### src/rtl/sa_golomb_pkg.sv
// Shared types and elaboration-time helpers for the adaptive Golomb encoder.
// Latency: none (package only).
// Backpressure: none (package only).
package sa_golomb_pkg;

  // How the codeword for a captured sample is formed.
  typedef enum logic [1:0] {
    MODE_RAW    = 2'd0,
    MODE_NORMAL = 2'd1,
    MODE_ESCAPE = 2'd2
  } cw_mode_t;

  // Ceiling log2; clog2(1) = 0.
  function automatic int clog2(input int value);
    int r;
    r = 0;
    while ((longint'(1) << r) < longint'(value)) r++;
    return r;
  endfunction

  // Width of out_len: must represent lengths 0..U_MAX+D_WIDTH.
  function automatic int len_width(input int u_max, input int d_width);
    return clog2(u_max + d_width + 1);
  endfunction

  // Width of k: holds 0..D_WIDTH-2.
  function automatic int k_width(input int d_width);
    return clog2(d_width);
  endfunction

  // Initial accumulator: floor((3*2^(K'+6) - 49) * 2^GAMMA0 / 2^7).
  function automatic longint init_acc(input int k_init, input int gamma0);
    return ((3 * (longint'(1) << (k_init + 6)) - 49) * (longint'(1) << gamma0)) / 128;
  endfunction

endpackage

### src/rtl/sa_golomb_encoder_k_select.sv
// Golomb parameter search: largest k in 0..D_WIDTH-2 with G*2^k <= S + floor(49*G/128).
// Latency: purely combinational.
// Backpressure: none; caller decides when the result is used.
module golomb_k_select
  import sa_golomb_pkg::*;
#(
  parameter int D_WIDTH    = 16,
  parameter int GAMMA_STAR = 6
) (
  input  logic [GAMMA_STAR-1:0]         g,
  input  logic [D_WIDTH+GAMMA_STAR-1:0] s,
  output logic [k_width(D_WIDTH)-1:0]   k
);

  localparam int KW = k_width(D_WIDTH);
  // Wide enough for G*2^(D_WIDTH-2), S and 49*G without wrap.
  localparam int CW = D_WIDTH + GAMMA_STAR + 7;

  logic [CW-1:0] g_ext;
  logic [CW-1:0] thresh;

  assign g_ext  = CW'(g);
  assign thresh = CW'(s) + ((g_ext * CW'(49)) >> 7);

  // Scan upward; the condition is monotone so the last hit is the largest k.
  always_comb begin
    k = '0;
    for (int i = 0; i <= D_WIDTH - 2; i++) begin
      if ((g_ext << i) <= thresh) k = KW'(i);
    end
  end

endmodule

### src/rtl/sa_golomb_encoder.sv
// Adaptive sample Golomb encoder: maps residuals to length-limited Golomb codewords.
// Latency: two register stages (S1 delta/k/mode, S2 codeword); one sample per cycle.
// Backpressure: whole pipeline and adaptive state stall while out_valid && !out_ready.
module sa_golomb_encoder
  import sa_golomb_pkg::*;
#(
  parameter int D_WIDTH    = 16,
  parameter int U_MAX      = 18,
  parameter int GAMMA0     = 1,
  parameter int GAMMA_STAR = 6,
  parameter int K_INIT     = 4
) (
  input  logic                                 clk,
  input  logic                                 rst,
  input  logic                                 in_valid,
  output logic                                 in_ready,
  input  logic [D_WIDTH-1:0]                   in_data,
  input  logic                                 in_first,
  output logic                                 out_valid,
  input  logic                                 out_ready,
  output logic [U_MAX+D_WIDTH-1:0]             out_data,
  output logic [len_width(U_MAX, D_WIDTH)-1:0] out_len
);

  localparam int GW  = GAMMA_STAR;
  localparam int SW  = D_WIDTH + GAMMA_STAR;
  localparam int OW  = U_MAX + D_WIDTH;
  localparam int LW  = len_width(U_MAX, D_WIDTH);
  localparam int KW  = k_width(D_WIDTH);
  localparam int UCW = D_WIDTH + 6;

  localparam logic [GW-1:0] G_INIT = GW'(longint'(1) << GAMMA0);
  localparam logic [SW-1:0] S_INIT = SW'(init_acc(K_INIT, GAMMA0));
  localparam logic [GW-1:0] G_SAT  = '1;

  logic               en;
  logic               accept;
  logic [GW-1:0]      g_q;
  logic [SW-1:0]      s_q;
  logic [KW-1:0]      k_sel;
  logic [D_WIDTH-1:0] u_in;
  logic               escape_in;
  logic [SW:0]        s_sum;
  logic [SW-1:0]      s_half;
  logic [GW-1:0]      g_half;

  logic               s1_vld;
  logic [D_WIDTH-1:0] s1_delta;
  logic [KW-1:0]      s1_k;
  cw_mode_t           s1_mode;
  logic [D_WIDTH-1:0] s1_u;
  logic [D_WIDTH-1:0] s1_mask;

  logic [OW-1:0]      cw_data;
  logic [LW-1:0]      cw_len;

  assign en       = !out_valid || out_ready;
  assign in_ready = en;
  assign accept   = in_valid && en;

  golomb_k_select #(
    .D_WIDTH   (D_WIDTH),
    .GAMMA_STAR(GAMMA_STAR)
  ) u_k_select (
    .g(g_q),
    .s(s_q),
    .k(k_sel)
  );

  assign u_in      = in_data >> k_sel;
  assign escape_in = UCW'(u_in) >= UCW'(U_MAX);

  // One spare bit keeps S + delta exact before the halving rescale.
  assign s_sum  = {1'b0, s_q} + (SW+1)'(in_data);
  assign s_half = SW'((s_sum + (SW+1)'(1)) >> 1);
  assign g_half = GW'(({1'b0, g_q} + (GW+1)'(1)) >> 1);

  // S1 capture plus adaptive G/S update on every accepted sample.
  always_ff @(posedge clk) begin
    if (rst) begin
      s1_vld   <= 1'b0;
      s1_delta <= '0;
      s1_k     <= '0;
      s1_mode  <= MODE_RAW;
      g_q      <= G_INIT;
      s_q      <= S_INIT;
    end else if (en) begin
      s1_vld <= accept;
      if (accept) begin
        s1_delta <= in_data;
        s1_k     <= k_sel;
        if (in_first) begin
          s1_mode <= MODE_RAW;
          g_q     <= G_INIT;
          s_q     <= S_INIT;
        end else begin
          s1_mode <= escape_in ? MODE_ESCAPE : MODE_NORMAL;
          if (g_q != G_SAT) begin
            s_q <= s_sum[SW-1:0];
            g_q <= g_q + GW'(1);
          end else begin
            s_q <= s_half;
            g_q <= g_half;
          end
        end
      end
    end
  end

  assign s1_u    = s1_delta >> s1_k;
  assign s1_mask = (D_WIDTH'(1) << s1_k) - D_WIDTH'(1);

  // Codeword assembly from S1; an empty S1 yields an all-zero codeword.
  always_comb begin
    cw_data = '0;
    cw_len  = '0;
    if (s1_vld) begin
      case (s1_mode)
        MODE_RAW: begin
          cw_data = OW'(s1_delta);
          cw_len  = LW'(D_WIDTH);
        end
        MODE_ESCAPE: begin
          cw_data = OW'(s1_delta);
          cw_len  = LW'(OW);
        end
        default: begin
          // Leading unary zeros are implicit above the stop bit.
          cw_data = (OW'(1) << s1_k) | OW'(s1_delta & s1_mask);
          cw_len  = LW'(s1_u) + LW'(s1_k) + LW'(1);
        end
      endcase
    end
  end

  // S2 codeword register drives the output port directly.
  always_ff @(posedge clk) begin
    if (rst) begin
      out_valid <= 1'b0;
      out_data  <= '0;
      out_len   <= '0;
    end else if (en) begin
      out_valid <= s1_vld;
      out_data  <= cw_data;
      out_len   <= cw_len;
    end
  end

endmodule

### config.mk
export PLATFORM = sky130hd
export DESIGN_NAME = sa_golomb_encoder
export DESIGN_NICKNAME = d
export VERILOG_FILES = /design/src/rtl/sa_golomb_pkg.sv /design/src/rtl/sa_golomb_encoder_k_select.sv /design/src/rtl/sa_golomb_encoder.sv
export SDC_FILE = /design/constraint.sdc
export NUM_CORES = 1
export LEC_CHECK = 0
export CELL_PAD_IN_SITES_DETAIL_PLACEMENT = 1
export CELL_PAD_IN_SITES_GLOBAL_PLACEMENT = 1
export CORE_MARGIN = 5
export CORE_UTILIZATION = 46
export DETAILED_ROUTE_END_ITERATION = 10
export GPL_TIMING_DRIVEN = 0
export PLACE_DENSITY_LB_ADDON = 0.1
export SLEW_MARGIN = 20
export SYNTH_ARGS = -nofsm -noshare
export SYNTH_HDL_FRONTEND = slang
export SYNTH_SLANG_ARGS = --single-unit
### constraint.sdc
create_clock -name clk -period 7.67 [get_ports clk]
set_input_delay 0.767 -clock clk [delete_from_list [all_inputs] [get_ports clk]]
set_output_delay 0.767 -clock clk [all_outputs]
set_load 0.02 [all_outputs]
; ---- Word-level counts from Yosys, hierarchy flattened
; Cells that the tools add are included.
[op_classes]
n_addsub = 8
mul = 1
n_lt_le_gt_ge = 15
eq_ne = 2
n_shift = 4
muxes = 24
n_bitwise = 2
reduce_logical = 6
[op_table]
columns = cell, count
row1 = $mux 34, 2
row2 = $mux 4, 13
row3 = $mux 22, 2
row4 = $or 34x16->34, 1
row5 = $shl 1x4->34 const A, 1
row6 = $le 10x29->1, 1
row7 = $le 11x29->1, 1
row8 = $le 12x29->1, 1
row9 = $le 13x29->1, 1
row10 = $le 14x29->1, 1
row11 = $le 15x29->1, 1
row12 = $le 16x29->1, 1
row13 = $le 17x29->1, 1
row14 = $le 18x29->1, 1
row15 = $le 19x29->1, 1
row16 = $le 20x29->1, 1
row17 = $le 7x29->1, 1
row18 = $le 8x29->1, 1
row19 = $le 9x29->1, 1
row20 = $add 22x16->23, 1
row21 = $add 22x22->23, 1
row22 = $add 23x1->23 const B, 1
row23 = $mux 6, 3
row24 = $and 16x16->16, 1
row25 = other kinds (20), 22
[totals]
register_bits = 92

; ---- Longest topological paths before layout
[depth]
word_depth = 21
ltp_mapped = 35
mapped_depth_nobuf = 32

; ---- By module
; Synthesis repeated with hierarchy kept, for this count alone.
[hier_totals]
hier_cells = 1230
hier_area_um2 = 9516.6
[by_module_without_submodules]
columns = module, instances, cells_per_inst, area_each_um2
row1 = sa_golomb_encoder, 1, 794, 6013.3
row2 = golomb_k_select, 1, 436, 3503.4

; ---- Worst setup path after synthesis
; No wires, ideal clock.
[synth_timing]
kind = reg2reg
from = register g_q[4]
to = register s1_mode[1]
setup_time_ns = 0.130
arrival_time_ns = 6.742
t_required_ns = 7.540
setup_slack_ns = 0.799
stages_incl_launch_ff = 32
path_cell_list = dfxtp_1 > ha_1 > ha_1 > ha_1 > ha_1 > nor2b_1 > o21ai_0 > nand2b_1 > a21oi_1 > xnor2_1 > ha_1 > buf_6 > nand2_1 > a21o_4 > a2111oi_0 > xnor2_1 > ha_1 > a21o_1 > a21o_1 > a211oi_1 > o21ai_0 > o2111ai_1 > mux2i_1 > nor2_1 > and3b_1 > buf_2 > a311o_1 > a211o_1 > a211oi_2 > o221ai_1 > a21oi_1 > o31ai_1
[synth_via]
elab_chain_len = 21
word_cells_on_any_way = 34
cone_classes = add/sub (1) / mul (1) / order compare (15) / shift (1) / mux (16)
[synth_rtl]
columns = item, line_no
row1 = start: declaration, sa_golomb_encoder.sv:38  ; logic [GW-1:0] g_q;
row2 = start signal: assignment, sa_golomb_encoder.sv:100  ; g_q <= g_q + GW'(1);
row3 = start signal: assignment, sa_golomb_encoder.sv:103  ; g_q <= g_half;
row4 = $mul 6x6->12, sa_golomb_encoder_k_select.sv:23  ; assign thresh = CW'(s) + ((g_ext * CW'(49)) >> 7);
row5 = $add 22x22->23, sa_golomb_encoder_k_select.sv:23
row6 = $le 7x29->1, sa_golomb_encoder_k_select.sv:29  ; if ((g_ext << i) <= thresh) k = KW'(i);
row7 = $mux 1, sa_golomb_encoder_k_select.sv:29
row8 = $mux 4 (12 in a row), sa_golomb_encoder_k_select.sv:29
row9 = $mux 4 (*), sa_golomb_encoder_k_select.sv:29
row10 = $shr 16x4->16 (*), sa_golomb_encoder.sv:70  ; assign u_in = in_data >> k_sel;
row11 = $ge 16x5->1 (*), sa_golomb_encoder.sv:71  ; assign escape_in = UCW'(u_in) >= UCW'(U_MAX);
row12 = $mux 2 (*), sa_golomb_encoder.sv:97  ; s1_mode <= escape_in ? MODE_ESCAPE : MODE_NORMAL;
row13 = $mux 2 (*), sa_golomb_encoder.sv:92  ; if (in_first) begin
row14 = end signal: assignment, sa_golomb_encoder.sv:97
row15 = end: declaration, sa_golomb_encoder.sv:50  ; cw_mode_t s1_mode;
; Every way passes the cells marked *; elsewhere a longest branch is shown, timed or not.
; A chain may end at the register's enable or synchronous reset.

; ---- Final worst setup path
[layout_timing]
from = register g_q[0]
to = register s1_mode[0]
; Same word-level chain as after synthesis.

==> results.cfg <==
[run_status]
outcome = complete, no violations

[timing]
maxSlewViolCount = 0
setup_viol = 0
max_slew_margin_pct = 37.4
clock.fmax_ghz = 0.137
fin_crit_sh_pct = 95.3
final.min_clock_period_ps = 7310
hold_viol_final = 0
fin_setup_tns_ps = 0
tightest_slew_ps = 925
rsz0062_at_grt = no
fin_skew_ps = 9.82

[synthesis]
async_reset_ff_share_pct = 0
syn_area_sq_um = 9540
yosys.area.top_type = ha_1
seq_area_frac_synth_pct = 15.5
syn_inst = 1265
synth_top_cells_by_count = nand2_1 (138), a21oi_1 (120), ha_1 (120)
synth-seq-cells = 74
synth_warnings = 0
yosysTopAreaCellShare_pct = 15.7
synth_ff_type = dfxtp_1
yosysMostFrequentCell = nand2_1
ys_types = 105
syn_area_per_cell_sq_um = 7.54
synth_area_leaders = ha_1 (16%), dfxtp_1 (16%), a21oi_1 (6.3%)
synth_edf_count = 0

[finish]
final_area_sq_um = 10900
finalNetCount = 1497
syn2layout_area_growth_pct = 14.6
layout-drive-gt1-share_pct = 9.95
diodes = 0

[grt]
grt_use_total_pct = 28.9
grt_max_degree = 21
grt_pass1_vias = 10500
overflow = 0
antenna_found_initial = 0
grt_first_pass_wirelength_microns = 55800

[power_and_ir_drop]
power_density_nw_per_um2 = 154
ir_drop_mv = 0.116
power.share.switching_pct = 42.8
comb_power_share_pct = 47.6
seq_power_share_pct = 25.7
p_clk_share_pct = 26.7
power.internal_uw = 963
switching_power_uw = 721
cellLeakagePower_uw = 0.00444

[route]
wl_per_cell_microns = 21.8
first_pass_iters = 5
vias_per_cell = 6.39
vias = 10400
drt_iter0_drc = 740
ant_nets = 0
wl_microns = 35500
route.detailed.drc = 0

[clocking]
clk_pin_slew_ps = 70
clock_latency_ps = 350
h-tree-depth = 3
tritoncts = done
cts_root_buf = clkbuf_16
clkSinkCount = 74
holdBufCountCts = 0
clk_path_buf_depth = 2
cts-buffers-inserted = 9

[min_path]
hold_path_startpoint = out_data[0]
holdCritPathClass = reg -> reg

[critical_path]
crit_top_cell = ha_1
crit_path_end_kind = flop
path_delay_family = compound AO/OA/AOI/OAI gates
worst-path-max-fanout = 11
startpoint_type = flop
critPathRequiredTime_ps = 7910
rr_startpoint = g_q[0]
critPathArrivalTime_ps = 7550
max_stage_delay_ps = 610
crit_slowest_cell = xnor2_2
critPathKind = reg -> reg
crit_path_start = g_q[0]
cp_num_buf_inv = 1

[run]
max_cap_viol_count = 0

[placed_design]
postPlaceCellArea_sq_um = 10400
hpwlAfterDp_microns = 27200
port-buffer-count = 44
routabilityCongestion = 0.924

[die]
dieArea_sq_um = 23700
dieWidth_microns = 154
io_pins = 63
num_rows = 52
die_h_microns = 154
core_area_sq_um = 20300
start_util_pct = 47.0
-- registers in the layout, indices dropped and copies added (netlist names), 2 cells and up --
name / cells
g_q: 6
out_data: 16
out_len: 6
s1_delta: 16
s1_k: 4
s1_mode: 2
s_q: 22
-- final timing paths --
path / to / slack [ps] / depth (start not counted)
worst min register to register: out_data[0] / 460 / 2
worst max-delay path: s1_mode[0] / 360 / 28
worst max register to register: s1_mode[0] / 360 / 28
worst min-delay path: out_data[0] / 460 / 2
-- stage by stage --
| step | hold WS (ps) | total power, uW | std cells | worst slack, ps | util, % |
|---|---|---|---|---|---|
| 2_1_floorplan | 446 | 990 | 1282 | 799 | - |
| 3_3_place_gp | 454 | 1190 | 1596 | -801 | 51.1 |
| 3_5_place_dp | 456 | 1210 | 1596 | -989 | 51.2 |
| 4_1_cts | 465 | 1660 | 1616 | 6.54 | 53.1 |
| 5_1_grt | 493 | 1780 | 1627 | 24.4 | 53.8 |
| 6_report | 462 | 1680 | 1627 | 359 | 53.8 |
-- placed cells by master (no fill, tap or decap), drive strengths merged, types with 16 or more instances in the layout --
master	netlist	layout
nand2b	16	16
a21oi	121	121
buf	36	50
o21ai	76	76
nand4	23	23
xnor2	41	41
nor2	119	119
clkbuf	46	56
nand3	38	38
nand2	139	139
conb	1	18
dfxtp	74	74
xor2	16	16
ha	120	120
and3	19	19
a21o	26	26
nor3	33	33
clkdlybuf4s50	0	44
inv	43	46
mux2i	20	20
a211oi	21	21
-- final cells by class --
cell class | count | area (sq um)
clock inverters | 7 | 85.1
well taps | 270 | 338
flip-flops and latches | 74 | 1500
plain buffers | 82 | 418
multi-input cells | 1083 | 7640
inverters | 43 | 161
fillers | 2605 | 9370
clock buffers | 9 | 225
repair buffers | 59 | 557
-- what timing repair did --
| action | CTS | global route |
|---|---|---|
| gates resized for setup | 15 | 14 |
| buffers inserted | 4 | 11 |
| endpoints found under the hold margin | 0 | 0 |
| endpoints found under the setup margin | 5 | 2 |
| pin swaps | 2 | 2 |
-- per-layer routing --
layer / wire, microns / GRT usage [%] / up-vias
li1: - / - / 4856
met1: 15300 / 36.9 / 5092
met2: 16800 / 49.6 / 350
met3: 2030 / 4.02 / 92
met4: 1320 / 10.3 / 0
met5: 0 / 0 / -
-- logic make-up after synthesis --
kind of cell	Yosys count	share of synthesized area, %
buf+inv	125	6.05
flops	74	15.5
xor+xnor	57	5.24
simple gates	454	23.3
fa+ha+maj	126	16.8
mux	29	3.40
compound gates	399	29.6
other cells	1	0.0393
-- worst reg2reg max path, delay by kind of cell (launching register included) --
kind | cells | cell delay, ps
AO/OA/AOI/OAI | 9 | 2020
adder cells (fa/ha/maj) | 6 | 1830
AND/OR/NAND/NOR | 9 | 1790
XOR/XNOR | 2 | 750
flip-flops | 1 | 480
buffers and inverters | 1 | 180
multiplexers | 1 | 150
-- power groups by stage --
| stage | Clock (uW) | Combinational [uW] | Sequential, uW |
|---|---|---|---|
| floorplan | 0 | 559 | 431 |
| global placement | 0 | 743 | 444 |
| detailed placement | 0 | 767 | 444 |
| CTS | 448 | 778 | 435 |
| global route | 468 | 880 | 435 |
| finish | 449 | 801 | 434 |
No activity file was read; power rests on OpenSTA's default activity.
